`src/rtl/term_pkg.sv`:
```
// Shared geometry, control codes and state encodings for the terminal text plane.
package term_pkg;

  localparam int ROW_W    = 5;
  localparam int COL_W    = 6;
  localparam int LAST_ROW = 16;
  localparam int LAST_COL = 59;

  localparam logic [ROW_W-1:0] LAST_ROW_V = ROW_W'(LAST_ROW);
  localparam logic [COL_W-1:0] LAST_COL_V = COL_W'(LAST_COL);

  // Clear-screen uses the same fill byte as the scroll engine's blank line.
  localparam logic [7:0] FILL_CHAR = 8'h00;

  localparam logic [7:0] CC_CR = 8'h0D;
  localparam logic [7:0] CC_LF = 8'h0A;
  localparam logic [7:0] CC_BS = 8'h08;
  localparam logic [7:0] CC_FF = 8'h0C;

  typedef enum logic [2:0] {
    IDLE,
    WRITE,
    SCR_REQ,
    SCR_WAIT,
    CLEAR
  } state_e;

  // Commands understood by the cursor register block.
  typedef enum logic [2:0] {
    CUR_NONE,
    CUR_ADV,   // advance after a character write, wrapping to the next row
    CUR_CR,    // column to 0
    CUR_LF,    // next row, column unchanged
    CUR_BS,    // one column left
    CUR_HOME   // (0,0)
  } cur_cmd_e;

endpackage

```
`src/rtl/term_cursor.sv`:
```
// Cursor row/column registers. All arithmetic saturates at the last row/column,
// so scrolling is the controller's job, not this block's.
module term_cursor
  import term_pkg::*;
(
  input  logic             i_clk,
  input  logic             i_rst_n,
  input  cur_cmd_e         i_cmd,
  output logic [ROW_W-1:0] o_row,
  output logic [COL_W-1:0] o_col
);

  logic [ROW_W-1:0] row_q, row_d;
  logic [COL_W-1:0] col_q, col_d;

  // Next cursor position for the requested command.
  always_comb begin
    row_d = row_q;
    col_d = col_q;
    case (i_cmd)
      CUR_ADV: begin
        if (col_q < LAST_COL_V) begin
          col_d = col_q + COL_W'(1);
        end else begin
          col_d = '0;
          if (row_q < LAST_ROW_V) row_d = row_q + ROW_W'(1);
        end
      end
      CUR_CR:   col_d = '0;
      CUR_LF:   if (row_q < LAST_ROW_V) row_d = row_q + ROW_W'(1);
      CUR_BS:   if (col_q != '0) col_d = col_q - COL_W'(1);
      CUR_HOME: begin
        row_d = '0;
        col_d = '0;
      end
      default: ;
    endcase
  end

  // Cursor registers.
  always_ff @(posedge i_clk or negedge i_rst_n) begin
    if (!i_rst_n) begin
      row_q <= '0;
      col_q <= '0;
    end else begin
      row_q <= row_d;
      col_q <= col_d;
    end
  end

  assign o_row = row_q;
  assign o_col = col_q;

endmodule

```
`src/rtl/term_ctrl.sv`:
```
// Character-stream controller: decodes UART bytes, writes printable characters
// to VRAM, runs clear-screen, and hands the VRAM port to the scroll engine.
//
// Byte handshake: a byte transfers on a rising edge where i_char_valid and
// o_char_ready are both high; o_char_ready depends only on controller state and
// i_scroll_running, never on i_char_valid. There is no buffering.
module term_ctrl
  import term_pkg::*;
(
  input  logic                   i_clk,
  input  logic                   i_rst_n,
  input  logic                   i_char_valid,
  input  logic [7:0]             i_char,
  output logic                   o_char_ready,
  output logic                   o_scroll_start,
  input  logic                   i_scroll_running,
  input  logic [ROW_W+COL_W-1:0] i_scr_addr,
  input  logic                   i_scr_w,
  input  logic                   i_scr_ce,
  input  logic [7:0]             i_scr_din,
  output logic [ROW_W+COL_W-1:0] o_vram_addr,
  output logic                   o_vram_w,
  output logic                   o_vram_ce,
  output logic [7:0]             o_vram_din,
  output logic [ROW_W-1:0]       o_cursor_row,
  output logic [COL_W-1:0]       o_cursor_col,
  output logic                   o_busy
);

  state_e           state_q, state_d;
  logic [7:0]       char_q, char_d;
  logic [ROW_W-1:0] clr_row_q, clr_row_d;
  logic [COL_W-1:0] clr_col_q, clr_col_d;
  // Low for the first cycle after reset so ready is low while reset is held.
  logic             alive_q, alive_d;

  cur_cmd_e         cur_cmd;
  logic [ROW_W-1:0] cur_row;
  logic [COL_W-1:0] cur_col;

  logic [ROW_W+COL_W-1:0] ctl_addr;
  logic                   ctl_w;
  logic                   ctl_ce;
  logic [7:0]             ctl_din;
  logic                   scr_sel;
  logic                   accept;

  term_cursor u_cursor (
    .i_clk   (i_clk),
    .i_rst_n (i_rst_n),
    .i_cmd   (cur_cmd),
    .o_row   (cur_row),
    .o_col   (cur_col)
  );

  assign o_char_ready = alive_q && (state_q == IDLE) && !i_scroll_running;
  assign accept       = i_char_valid && o_char_ready;

  // Next state, cursor command and controller-side VRAM drive.
  always_comb begin
    state_d        = state_q;
    char_d         = char_q;
    clr_row_d      = clr_row_q;
    clr_col_d      = clr_col_q;
    alive_d        = 1'b1;
    cur_cmd        = CUR_NONE;
    ctl_addr       = '0;
    ctl_w          = 1'b0;
    ctl_ce         = 1'b0;
    ctl_din        = '0;
    o_scroll_start = 1'b0;
    case (state_q)
      IDLE: begin
        if (accept) begin
          if (i_char >= 8'h20 && i_char <= 8'h7E) begin
            char_d  = i_char;
            state_d = WRITE;
          end else if (i_char == CC_CR) begin
            cur_cmd = CUR_CR;
          end else if (i_char == CC_LF) begin
            // A newline on the bottom row scrolls instead of moving the cursor.
            if (cur_row == LAST_ROW_V) state_d = SCR_REQ;
            else                       cur_cmd = CUR_LF;
          end else if (i_char == CC_BS) begin
            cur_cmd = CUR_BS;
          end else if (i_char == CC_FF) begin
            state_d = CLEAR;
          end
        end
      end
      WRITE: begin
        ctl_addr = {cur_row, cur_col};
        ctl_din  = char_q;
        ctl_w    = 1'b1;
        ctl_ce   = 1'b1;
        cur_cmd  = CUR_ADV;
        if (cur_col == LAST_COL_V && cur_row == LAST_ROW_V) state_d = SCR_REQ;
        else                                                 state_d = IDLE;
      end
      SCR_REQ: begin
        o_scroll_start = 1'b1;
        if (i_scroll_running) state_d = SCR_WAIT;
      end
      SCR_WAIT: begin
        if (!i_scroll_running) state_d = IDLE;
      end
      CLEAR: begin
        ctl_addr = {clr_row_q, clr_col_q};
        ctl_din  = FILL_CHAR;
        ctl_w    = 1'b1;
        ctl_ce   = 1'b1;
        if (clr_col_q == LAST_COL_V) begin
          clr_col_d = '0;
          if (clr_row_q == LAST_ROW_V) begin
            clr_row_d = '0;
            cur_cmd   = CUR_HOME;
            state_d   = IDLE;
          end else begin
            clr_row_d = clr_row_q + ROW_W'(1);
          end
        end else begin
          clr_col_d = clr_col_q + COL_W'(1);
        end
      end
      default: state_d = IDLE;
    endcase
  end

  // Controller registers; a clear interrupted by reset restarts from scratch.
  always_ff @(posedge i_clk or negedge i_rst_n) begin
    if (!i_rst_n) begin
      state_q   <= IDLE;
      char_q    <= '0;
      clr_row_q <= '0;
      clr_col_q <= '0;
      alive_q   <= 1'b0;
    end else begin
      state_q   <= state_d;
      char_q    <= char_d;
      clr_row_q <= clr_row_d;
      clr_col_q <= clr_col_d;
      alive_q   <= alive_d;
    end
  end

  // The scroll engine owns VRAM while a scroll is requested or running; it has
  // no reset of its own, so i_scroll_running alone is enough to hand it the port.
  assign scr_sel = (state_q == SCR_REQ) || (state_q == SCR_WAIT) || i_scroll_running;

  // VRAM port multiplexer.
  always_comb begin
    o_vram_addr = ctl_addr;
    o_vram_w    = ctl_w;
    o_vram_ce   = ctl_ce;
    o_vram_din  = ctl_din;
    if (scr_sel) begin
      o_vram_addr = i_scr_addr;
      o_vram_w    = i_scr_w;
      o_vram_ce   = i_scr_ce;
      o_vram_din  = i_scr_din;
    end
  end

  assign o_cursor_row = cur_row;
  assign o_cursor_col = cur_col;
  assign o_busy       = (state_q != IDLE) || i_scroll_running;

endmodule

```
`config.mk`:
```
export PLATFORM = sky130hd
export DESIGN_NAME = term_ctrl
export DESIGN_NICKNAME = d
export VERILOG_FILES = /design/src/rtl/term_pkg.sv /design/src/rtl/term_cursor.sv /design/src/rtl/term_ctrl.sv
export SDC_FILE = /design/constraint.sdc
export NUM_CORES = 1
export LEC_CHECK = 0
export BUFFER_PORTS_ARGS = -buffer_cell sky130_fd_sc_hd__buf_4
export CORE_UTILIZATION = 56
export CTS_CLUSTER_DIAMETER = 80
export DETAILED_ROUTE_END_ITERATION = 10
export HOLD_SLACK_MARGIN = 0.15
export PLACE_DENSITY = 0.87
export SLEW_MARGIN = 5
export SYNTH_ARGS = -nofsm -noshare
export SYNTH_HDL_FRONTEND = slang
export SYNTH_SLANG_ARGS = --single-unit
export TNS_END_PERCENT = 50
```
`constraint.sdc`:
```
create_clock -name i_clk -period 6.75 [get_ports i_clk]
set_clock_uncertainty 0.15 [all_clocks]
set_input_delay 0.675 -clock i_clk [delete_from_list [all_inputs] [get_ports i_clk]]
set_output_delay 0.675 -clock i_clk [all_outputs]
set_load 0.01 [all_outputs]
```
==> out/metrics.cfg <==
[timing]
max-slew-margin-rel_pct=28.81
setup-violations-final=0
unrepaired_setup_endpoints_after_global_routing=false
hold_violations=0
worst_slew_pin_slew_ns=1.068
fmaxAchievable_mhz=327.8
layout_worst_path_cycle_share_pct=45.19
tns_ns=0
final-max-slew-violation-count=0
final.min_clock_period_ns=3.050

[floorplan]
core_footprint_mm2=0.004000
die_w_um=66.43
rows=23
start_util_pct=58.12
die-height_um=66.43
area_enclosed_by_the_die_boundary_mm2=0.004413
ioPinCount=68

[setup_path]
critPathLaunchType=flip-flop
ff2ff_setup_slack_ns=3.79
rr_endpoint=u_cursor.o_col[4]
worst-endpoint-arrival_ns=2.23
cp.required_ns=5.92
reg2regPathDepth=8
critPathLaunch=state_q[2]
critical_path.endpoint_type=primary output
worst-path-max-fanout=33
worst-setup-path-type=reg2out
regToRegStartpoint=clr_row_q[0]

[detailed_routing]
number_of_vias_per_cell_after_detailed_routing=6.172
detail_route.iter0.violations=278
routed_wire_length_per_instance_um=16.29
post-route-drc-count=2
drt-pass1-iter-count=9
wirelength_um=6256
vias=2370
ant_nets=0

[logic_synthesis]
seq_area_frac_synth_pct=36.60
synthArstFlopShare_pct=100.0
syn-instance-count=273
synthDominantCellAreaShare_pct=36.60
count_of_synthesis_stage_warnings_from_yosys=0
netlist_top_cells_area=dfrtp_1 37%, o21ai_0 5.0%, nand2_1 4.4%
synth-edff-count=0
ys.flop_type=dfrtp_1
netlist_area_mm2=0.002325
synth_seq_cells=34
mean_syn_cell_area_um2=8.515
synth_top_cells_by_count=34 x dfrtp_1, 27 x nand2_1, 23 x o21ai_0
yosysTopAreaCell=dfrtp_1
yosysUniqueCellTypes=53
synthesis.nets=314
synthMostInstantiatedCell=dfrtp_1

[placed_design]
placement.io_buffers=67
place.gp.congestion=0.9130
placedInstanceArea_mm2=0.002844
dpl.hpwl_um=4457

[finish]
drive_above_1_share_pct=27.54
finish.utilization_pct=73.38
layout_overhead_on_the_synthesized_area_pct=26.26
stdcell_area_mm2=0.002935
diodes=0
finalNetCount=374

[outcome]
run_status=finished with violations
violations=design-rule violations

[global_route]
grt_use_met1_pct=40.26
number_of_antenna_violations_at_the_first_check_in_global_routing=0
globalRouteOverflowTotal=0
global_route_wire_length_before_repair_um=10180
gr-usage-met3_pct=6.034
global_route.usage.total_pct=30.43
vias_in_the_first_global_route=2216
global_route.usage.met2_pct=50.26
globalRoute.busiestLayer=met2
grt_start_max_net_pins=35

[power]
power.ir.vdd_worst_mv=0.1082
power_per_cell_area_mw_per_mm2=139.8
cellLeakagePower_nw=1.328

[clock_network]
post-cts-setup-buffer-count=0
clock_latency_ns=0.29
holdBufCountCts=0
clock_tree.buffer_depth=2
post_cts_resized=0
ctsHtreeMaxLevel=2
cts_root_buffer=clkbuf_8
cts_made_buffers=5
cts_tree=built
cts.sinks=34
clk_pin_slew_worst_paths_ns=0.07

[min_path]
type_of_the_most_critical_hold_path=in2async

[run]
max_cap_violations=0

stage by stage:
| step | std cells | worst slack (ns) | hold slack (ns) | total power [mW] |
|---|---|---|---|---|
| 3_3_place_gp | 376 | 3.836 | 0.3372 | 0.2552 |
| 2_1_floorplan | 273 | 4.074 | 0.2294 | 0.2245 |
| 5_1_grt | 384 | 3.437 | 0.2169 | 0.4230 |
| 4_1_cts | 384 | 3.710 | 0.1903 | 0.4115 |
| 6_report | 384 | 3.700 | 0.1773 | 0.4103 |
| 3_5_place_dp | 376 | 3.784 | 0.3478 | 0.2561 |
layout make-up:
cell class / count / area, µm²
multi-input combinational: 211 / 1371
fill: 294 / 1065
sequential: 34 / 850.8
timing repair buffer: 68 / 510.5
clock buffer: 7 / 86.33
tap: 50 / 62.56
inverter: 13 / 48.80
clock inverter: 1 / 5.005
cells in the final DEF, fill, tap and decap left out, types with 4 or more instances in the layout:
master,count
a21oi_1,11
nand2_1,27
or3_1,4
a21o_1,4
inv_1,13
a31oi_1,4
o21ai_0,23
a22oi_1,10
mux2_2,8
a22o_1,10
buf_4,68
nor2_1,17
ha_1,8
nor3b_1,5
nand3_1,16
nor3_1,9
clkbuf_8,6
dfrtp_1,34
nand4_1,6
layer usage:
layer,part of all wire (%),vias up
met2,51,81
li1,-,1126
met4,1.2,0
met1,42,1155
met5,0,-
met3,5.7,8
worst max-delay path by stage:
stage	to	slack, ns	cells after the start
floorplan	u_cursor.o_row[3]	4.07	7
global placement	o_vram_ce	3.84	5
detailed placement	o_vram_ce	3.78	5
CTS	o_vram_ce	3.71	5
global route	o_vram_w	3.44	5
finish	o_vram_ce	3.70	5
critical path: stages (launching register included):
cell and delay (ns):
dfrtp_1 0.46, nand2b_1 0.20, nand2b_1 0.76, nor3_1 0.18
a21oi_1 0.18, buf_4 0.15
cell families (layout without fill, tap and decap cells):
logic type,after synthesis,count (layout),share of synthesized area [%]
DFF,34,34,36.60
adders and majority gates,8,8,4.306
and+or+nand+nor,111,111,26.21
AOI/OAI and AO/OA,77,77,21.90
xor gates and xnor gates,5,5,1.884
buffers and inverters,28,89,4.629
muxes,9,9,4.306
other,1,1,0.1613
sequential cells by signal, indices dropped and copies added, names as in the netlist:
| register | flops |
|---|---|
| char_q | 8 |
| clr_col_q | 6 |
| u_cursor.o_col | 6 |
| clr_row_q | 5 |
| u_cursor.o_row | 5 |
| state_q | 3 |
| alive_q | 1 |
power by group:
part / switching, mW / internal, mW
Sequential: 0.000239 / 0.204
Combinational: 0.0229 / 0.0255
Clock: 0.0754 / 0.0823
Total: 0.0985 / 0.312
No activity file was read; power rests on OpenSTA's default activity.
